--- src/rtl/serial_adder.sv ---
// ---------------------------------------------------------------------------
// serial_adder
//   Multi-cycle adder/subtractor. WIDTH-bit operands are added SLICE bits per
//   clock, least-significant slice first, with the carry held in a register
//   between slices. A start/busy/done handshake frames each operation; the
//   result and its flags stay registered until the next accepted start.
//
// Ports
//   clk       in   1      clock, rising edge
//   reset     in   1      synchronous, active-high reset
//   start     in   1      request, sampled only in IDLE or DONE
//   a         in   WIDTH  operand A, captured on the accepting edge
//   b         in   WIDTH  operand B, captured on the accepting edge
//   carryin   in   1      initial carry (ignored when sub=1)
//   sub       in   1      0: a+b+carryin, 1: a-b (a + ~b + 1)
//   busy      out  1      high while slices are being computed
//   done      out  1      one-cycle pulse, result valid
//   sum       out  WIDTH  result
//   carryout  out  1      carry out of the MSB (for sub: 1 = no borrow)
//   overflow  out  1      two's-complement overflow
//   zero      out  1      sum == 0
// ---------------------------------------------------------------------------
module serial_adder #(
    parameter int WIDTH = 32,
    parameter int SLICE = 1
) (
    input  logic             clk,
    input  logic             reset,
    input  logic             start,
    input  logic [WIDTH-1:0] a,
    input  logic [WIDTH-1:0] b,
    input  logic             carryin,
    input  logic             sub,
    output logic             busy,
    output logic             done,
    output logic [WIDTH-1:0] sum,
    output logic             carryout,
    output logic             overflow,
    output logic             zero
);

    localparam int N     = (SLICE > 0) ? (WIDTH / SLICE) : 1;
    localparam int CNT_W = (N > 1) ? $clog2(N) : 1;

    localparam logic [1:0] IDLE = 2'd0;
    localparam logic [1:0] RUN  = 2'd1;
    localparam logic [1:0] DONE = 2'd2;

    // Parameter legality is checked at elaboration.
    generate
        if (SLICE < 1) begin : g_bad_slice
            $error("serial_adder: SLICE must be at least 1");
        end else if (WIDTH < 2) begin : g_bad_width
            $error("serial_adder: WIDTH must be at least 2");
        end else if ((WIDTH % SLICE) != 0) begin : g_bad_div
            $error("serial_adder: SLICE must divide WIDTH exactly");
        end
    endgenerate

    // One full-adder cell: returns {carry_out, sum_bit}.
    function automatic logic [1:0] full_add(input logic x, input logic y, input logic ci);
        return {(x & y) | (ci & (x ^ y)), x ^ y ^ ci};
    endfunction

    // Ripple a slice through the full-adder cell.
    // Returns {carry into top bit, carry out of top bit, slice sum}.
    function automatic logic [SLICE+1:0] add_slice(input logic [SLICE-1:0] x,
                                                   input logic [SLICE-1:0] y,
                                                   input logic             ci);
        logic             cc;
        logic             c_top_in;
        logic [1:0]       fa;
        logic [SLICE-1:0] s;
        cc       = ci;
        c_top_in = ci;
        s        = '0;
        for (int i = 0; i < SLICE; i++) begin
            c_top_in = cc;
            fa       = full_add(x[i], y[i], cc);
            s[i]     = fa[0];
            cc       = fa[1];
        end
        return {c_top_in, cc, s};
    endfunction

    logic [1:0]       state;
    logic [WIDTH-1:0] op_a;
    logic [WIDTH-1:0] op_b;
    logic             carry;
    logic [CNT_W-1:0] cnt;

    logic [SLICE-1:0] slice_a;
    logic [SLICE-1:0] slice_b;
    logic [SLICE+1:0] slice_res;
    logic [SLICE-1:0] slice_sum;
    logic             slice_co;
    logic             slice_c_top;
    logic [WIDTH-1:0] sum_next;
    logic             last;

    always_comb begin
        slice_a     = SLICE'(op_a >> (cnt * SLICE));
        slice_b     = SLICE'(op_b >> (cnt * SLICE));
        slice_res   = add_slice(slice_a, slice_b, carry);
        slice_sum   = slice_res[SLICE-1:0];
        slice_co    = slice_res[SLICE];
        slice_c_top = slice_res[SLICE+1];
        // Sum with the current slice merged in; on the last slice this is the
        // final result, which lets zero be registered on the same edge.
        sum_next                      = sum;
        sum_next[cnt*SLICE +: SLICE]  = slice_sum;
        last                          = (cnt == CNT_W'(N - 1));
    end

    always_ff @(posedge clk) begin
        if (reset) begin
            state    <= IDLE;
            op_a     <= '0;
            op_b     <= '0;
            carry    <= 1'b0;
            cnt      <= '0;
            sum      <= '0;
            carryout <= 1'b0;
            overflow <= 1'b0;
            zero     <= 1'b0;
        end else begin
            case (state)
                IDLE, DONE: begin
                    if (start) begin
                        // Subtraction is a + ~b + 1: invert b and force carry-in.
                        op_a  <= a;
                        op_b  <= sub ? ~b : b;
                        carry <= sub ? 1'b1 : carryin;
                        cnt   <= '0;
                        sum   <= '0;
                        state <= RUN;
                    end else begin
                        state <= IDLE;
                    end
                end
                RUN: begin
                    sum   <= sum_next;
                    carry <= slice_co;
                    cnt   <= cnt + 1'b1;
                    if (last) begin
                        carryout <= slice_co;
                        overflow <= slice_co ^ slice_c_top;
                        zero     <= (sum_next == '0);
                        state    <= DONE;
                    end
                end
                default: state <= IDLE;
            endcase
        end
    end

    assign busy = (state == RUN);
    assign done = (state == DONE);

endmodule

--- config.mk ---
export PLATFORM = sky130hd
export DESIGN_NAME = serial_adder
export DESIGN_NICKNAME = d
export VERILOG_FILES = /design/src/rtl/serial_adder.sv
export SDC_FILE = /design/constraint.sdc
export NUM_CORES = 1
export LEC_CHECK = 0
export ABC_AREA = 0
export CAP_MARGIN = 5
export CORE_MARGIN = 2
export CORE_UTILIZATION = 50
export CTS_CLUSTER_SIZE = 16
export DETAILED_ROUTE_END_ITERATION = 8
export HOLD_SLACK_MARGIN = 0.02
export PLACE_DENSITY = 0.78
export SETUP_SLACK_MARGIN = 0.4
export SLEW_MARGIN = 20
export SYNTH_ARGS = -nofsm -noshare
export SYNTH_HDL_FRONTEND = slang
export SYNTH_SLANG_ARGS = --single-unit
--- constraint.sdc ---
create_clock -name clk -period 5.3 [get_ports clk]
set_input_delay 0.795 -clock clk [delete_from_list [all_inputs] [get_ports clk]]
set_output_delay 0.795 -clock clk [all_outputs]
set_load 0.02 [all_outputs]
# == Yosys cells after proc, flatten, opt, wreduce, memory -nomap -nowiden ==
# Index checks and enable logic that the tools add are counted.
# classes
n_eq_ne,5
shifts,4
bitwise_logic,7
n_addsub,2
n_mux,12
reduce_logical,7
# op_table
cell,n
32-bit 2-to-1 mux,2
32-bit case mux with 2 select lines,1
32-bit by 5-bit right shift with 1-bit output,2
5-bit negation with 34-bit output,1
"1-bit by 34-bit variable shift with 32-bit output, first input constant",1
1-bit by 34-bit indexed part select with 32-bit output,1
32-bit bitwise mux,1
32-bit logical NOT,1
32-bit inverter,1
5-bit case mux with 2 select lines,1
2-bit AND reduction,3
"5-bit by 1-bit adder with 5-bit output, second input constant",1
"5-bit equality test, second input constant",1
5-bit 2-to-1 mux,1
2-bit case mux with 2 select lines,1
1-bit 2-to-1 mux,3
1-bit bitwise XOR,3
1-bit AND,2
"2-bit by 1-bit equality test with 1-bit output, second input constant",1
"2-bit equality test, second input constant",1
2-bit logical NOT,1
2-bit 2-to-1 mux,1
"2-bit by 1-bit != test with 1-bit output, second input constant",1
"2-bit != test, second input constant",1
4 further kinds,4
# totals
input_bits,69
output_inout_bits,37
ff_bits,107
wordCells,46

# == Longest topological paths before layout ==
# depth
word_depth,6
ltp_mapped,16
mapped_depth_nobuf,12

# == Least setup slack after synthesis ==
# OpenSTA, ideal clock, no wires.
# synth_path
kind,reg2reg
from,register cnt[0]
to,register zero
setup_ns,0.069
stages_incl_launch_ff,16
n_path_buf,3
t_arrival_ns,4.375
required_ns,5.231
synth_period_minus_slack_ns,4.444
slack_ns,0.856
cell_sequence,dfxtp_1 buf_6 buf_1 mux4_2 mux4_2 nand2_1 nand2_1 fa_1 clkbuf_1 inv_1 nor2_1 mux2_4 nor4_2 nand4bb_1 or4_1 o21ai_1
# synth_between
elab_chain_cells,6
word_cells_on_any_way,11
classes_between,add/sub: 1; eq/ne: 1; shift: 4; mux: 1; bitwise: 2; reduce/logical: 2
# synth_lines
element,line,source
"start, declared",90,logic [CNT_W-1:0] cnt;
"start signal, assigned",144,cnt <= cnt + 1'b1;
32-bit by 5-bit right shift with 1-bit output (on tied branches),"102, 103",
1-bit bitwise XOR (2 in series),62,"return {(x & y) | (ci & (x ^ y)), x ^ y ^ ci};"
1-bit by 34-bit indexed part select with 32-bit output,111,sum_next[cnt*SLICE +: SLICE] = slice_sum;
32-bit bitwise mux,111,
32-bit logical NOT,148,zero <= (sum_next == '0);
"end signal, assigned",148,
"end, declared",39,output logic zero
# Several ways; a longest one is shown, not always the timed one.
# A chain may end at the register's enable or synchronous reset.

# == Worst setup path in the final report ==
# Same ends and word-level chain as after synthesis.

==> results by group <==
Status
  • Status: complete, no violations

Power
  • Clock Power Share: 35.5%
  • Power density over the cells: 261 nW/um^2
  • Internal: approximately 1.3 mW
  • Comb pwr share: between 10% and 20%
  • Switch Pwr: between 500 and 600 uW
  • Sequential share of power: 47.8%
  • Power Total: 1.83 mW
  • Sw frac: 27.8%
  • Static leakage: roughly 2.4 nW
  • VDD IR max: 0.213 mV

Worst setup path
  • Crit Path Class: reg2reg
  • Crit end category: flop
  • Worst path required time: 5.59 ns
  • CP Launch Type: flop
  • Worst-path maximum fanout: 36
  • Reg2reg start: cnt[0]
  • Critical path origin: cnt[0]
  • Arrival time at the worst endpoint: 4.71 ns

Layout
  • Layout cell share with drive strength beyond 1: roughly 8.7%
  • Diodes inserted: 0
  • Layout area overhead: 23.6%
  • Utilization after layout: 64.0%
  • Fin nets: 820
  • Commonest non-fill, non-tap cell in the layout: dfxtp_1
  • Most frequent cells in the layout: dfxtp_1 (106), clkdlybuf4s50_1 (103), nand2_1 (97), nor2_1 (90), a21oi_1 (55)

Synthesis
  • Yosys reg bits: 107
  • Number of synthesized flops with an enable pin: 0
  • Syn nets: 751
  • Syn Std Cell Area: about 5700 um^2
  • Synth top area cells: dfxtp_1 (38%), mux4_2 (8.0%), nand2_1 (6.4%), nor2_1 (6.0%), xnor2_1 (5.1%)
  • Post-synth cell types: 61
  • Main flop type after synthesis: dfxtp_1
  • Leading area contributor after synthesis: dfxtp_1
  • Async set-or-reset flop fraction in the synthesized netlist: 0%
  • Share of the synthesized area in the top cell type: 37.9%
  • Syn_area_per_cell: 8.36 um^2
  • Mapped Cells: around 680
  • Register area share after synthesis: 37.9%
  • Ys Warns: 0

Timing
  • Worst Max-Slew Pin Slew: roughly 1.1 ns
  • Final Hold Viols: 0
  • Tmin final: around 4.4 ns
  • Setup Viol. Count Final: 0
  • Fmax: roughly 230 MHz
  • WHS: 0.459 ns
  • Final TNS setup: 0 ns
  • Fin crit share: 83.4%
  • Clock Skew: 0.0117 ns
  • Final Max Slew Viols: 0
  • Max_slew headroom: 28.6%
  • Final WS setup: roughly 0.88 ns
  • RSZ-0062 raised after global routing: false

Routing
  • WL met1: approximately 6900 um
  • 1st-pass router iterations: 5
  • Post-Route WL: 15300 um
  • Length of routed met2 wiring: 7150 um
  • WL met3: 909 um
  • Vias/cell: 5.84
  • Drt drc: 0
  • Remaining antenna violation count: 0
  • Highest routed layer: met4
  • DR vias: 5207
  • Routed len/inst: 17.2 um
  • DR iter-0 viols: 421

Placement
  • IO buf count: around 110
  • Pre-CTS setup slack: 0.607 ns
  • Routability congestion estimate: 0.936
  • Hpwl dp: 10700 um

Clock tree
  • # Post-CTS Setup Buffers: 0
  • Clk buf depth: 2
  • Post_cts resized: 0
  • H-Tree Depth: 3
  • Hold buffers post-CTS: 0
  • Clock-pin slew on the worst setup and hold paths: roughly 0.07 ns
  • CTS tree: yes
  • CTS sink cnt: ~110
  • Root Buffer: clkbuf_16
  • Cts bufs inserted: 9
  • Worst-Skew Late Latency: 0.36 ns

Floorplan
  • Starting density of the core: slightly above 50%
  • Core area: 10900 um^2
  • IO Count: 106
  • Num rows: 38
  • Vert. Die Dim: 110 um
  • Die Wd: approximately 110 um
  • Die Area: 12200 um^2

Global route
  • Vias in the first global route: 4895
  • Initial antenna violation count: 0
  • GRT Residual Overflow: 0
  • Largest net degree at the start of global routing: 108
  • First-pass GRT wire length: 25000 um
  • GRT Total Usage: roughly 27%

Min path
  • Worst Hold Launch: op_a[19]
  • Hold crit path type: reg2reg

Flow run
  • Max cap viols: 0
-- cell families (layout without fill, tap and decap cells) --
| family | Yosys count | after routing | synth area share (%) |
|---|---|---|---|
| AO/OA/AOI/OAI | 161 | 161 | 17.9 |
| XOR/XNOR | 34 | 34 | 5.26 |
| adder cells (fa/ha/maj) | 5 | 5 | 1.24 |
| buffers and inverters | 63 | 137 | 4.67 |
| flip-flops | 107 | 107 | 37.9 |
| multiplexers | 33 | 33 | 10.5 |
| AND/OR/NAND/NOR | 274 | 274 | 22.6 |
-- final timing paths --
path	to	slack (ns)	depth (start not counted)
worst max-delay path	zero	0.88	12
worst max register to register	zero	0.88	12
worst min register to register	op_a[19]	0.46	2
worst min-delay path	op_a[19]	0.46	2
-- critical path, cell delays in order (launching register included) --
cell and delay, ns:
dfxtp_4 0.68, mux4_2 0.58, mux4_2 0.48, nand2_1 0.08, nand2_1 0.08, fa_1 0.61
inv_1 0.20, nor2_1 0.18, mux2_2 0.39, nor4_2 0.25, nand4bb_1 0.14, or4_1 0.53
o21ai_1 0.12
-- power groups by stage --
stage                     registers [mW]  logic (mW)  clock network [mW]
after floorplan                    0.876       0.210                   0
after CTS                          0.875       0.305               0.659
final                              0.875       0.305               0.649
after detailed placement           0.893       0.303                   0
after global routing               0.879       0.335               0.688
after global placement             0.892       0.296                   0
-- layout make-up --
| type | instances | area, um^2 |
|---|---|---|
| multi-input combinational | 507 | 3260 |
| fill | 938 | 3940 |
| inverter | 9 | 33.8 |
| sequential | 107 | 2150 |
| clock inverter | 6 | 43.8 |
| timing repair buffer | 112 | 1100 |
| clock buffer | 10 | 239 |
| tap | 140 | 175 |
-- metal layers --
layer / vias to the layer above / GRT usage, %
li1: 2532 / -
met1: 2470 / 36.1
met2: 182 / 42.8
met3: 23 / 4.59
met4: 0 / 10.7
met5: - / 0
-- synthesized netlist by cell type, drive strengths merged (2+ instances only) --
| cell type | number |
|---|---|
| nand4b | 2 |
| o21a | 3 |
| or4 | 4 |
| nor4b | 3 |
| nor3 | 11 |
| inv | 9 |
| or2 | 3 |
| or3b | 2 |
| ha | 4 |
| or3 | 3 |
| a21oi | 56 |
| nor2b | 10 |
| nand2 | 97 |
| a22oi | 19 |
| mux2i | 6 |
| o41ai | 2 |
| dfxtp | 107 |
| o31ai | 2 |
| nand3 | 13 |
| mux2 | 7 |
| a21boi | 3 |
| a31oi | 3 |
| nor2 | 91 |
| a211oi | 33 |
| nand2b | 13 |
| and3 | 4 |
| clkbuf | 38 |
| o21ai | 31 |
| nor4 | 11 |
| buf | 16 |
| o22ai | 2 |
| xnor2 | 33 |
| mux4 | 20 |
-- state kept, by name, indices dropped and copies added, names as in the netlist --
register / flops
overflow: 1
carry: 1
state: 2
sum: 32
cnt: 5
op_b: 32
op_a: 32
zero: 1
carryout: 1
-- per-stage QoR --
stage	area, um^2	instances
floorplan	5660	677
global placement	6710	875
detailed placement	6710	875
CTS	6990	891
global route	6990	891
finish	6990	891
(Power assumes the default switching activity.)
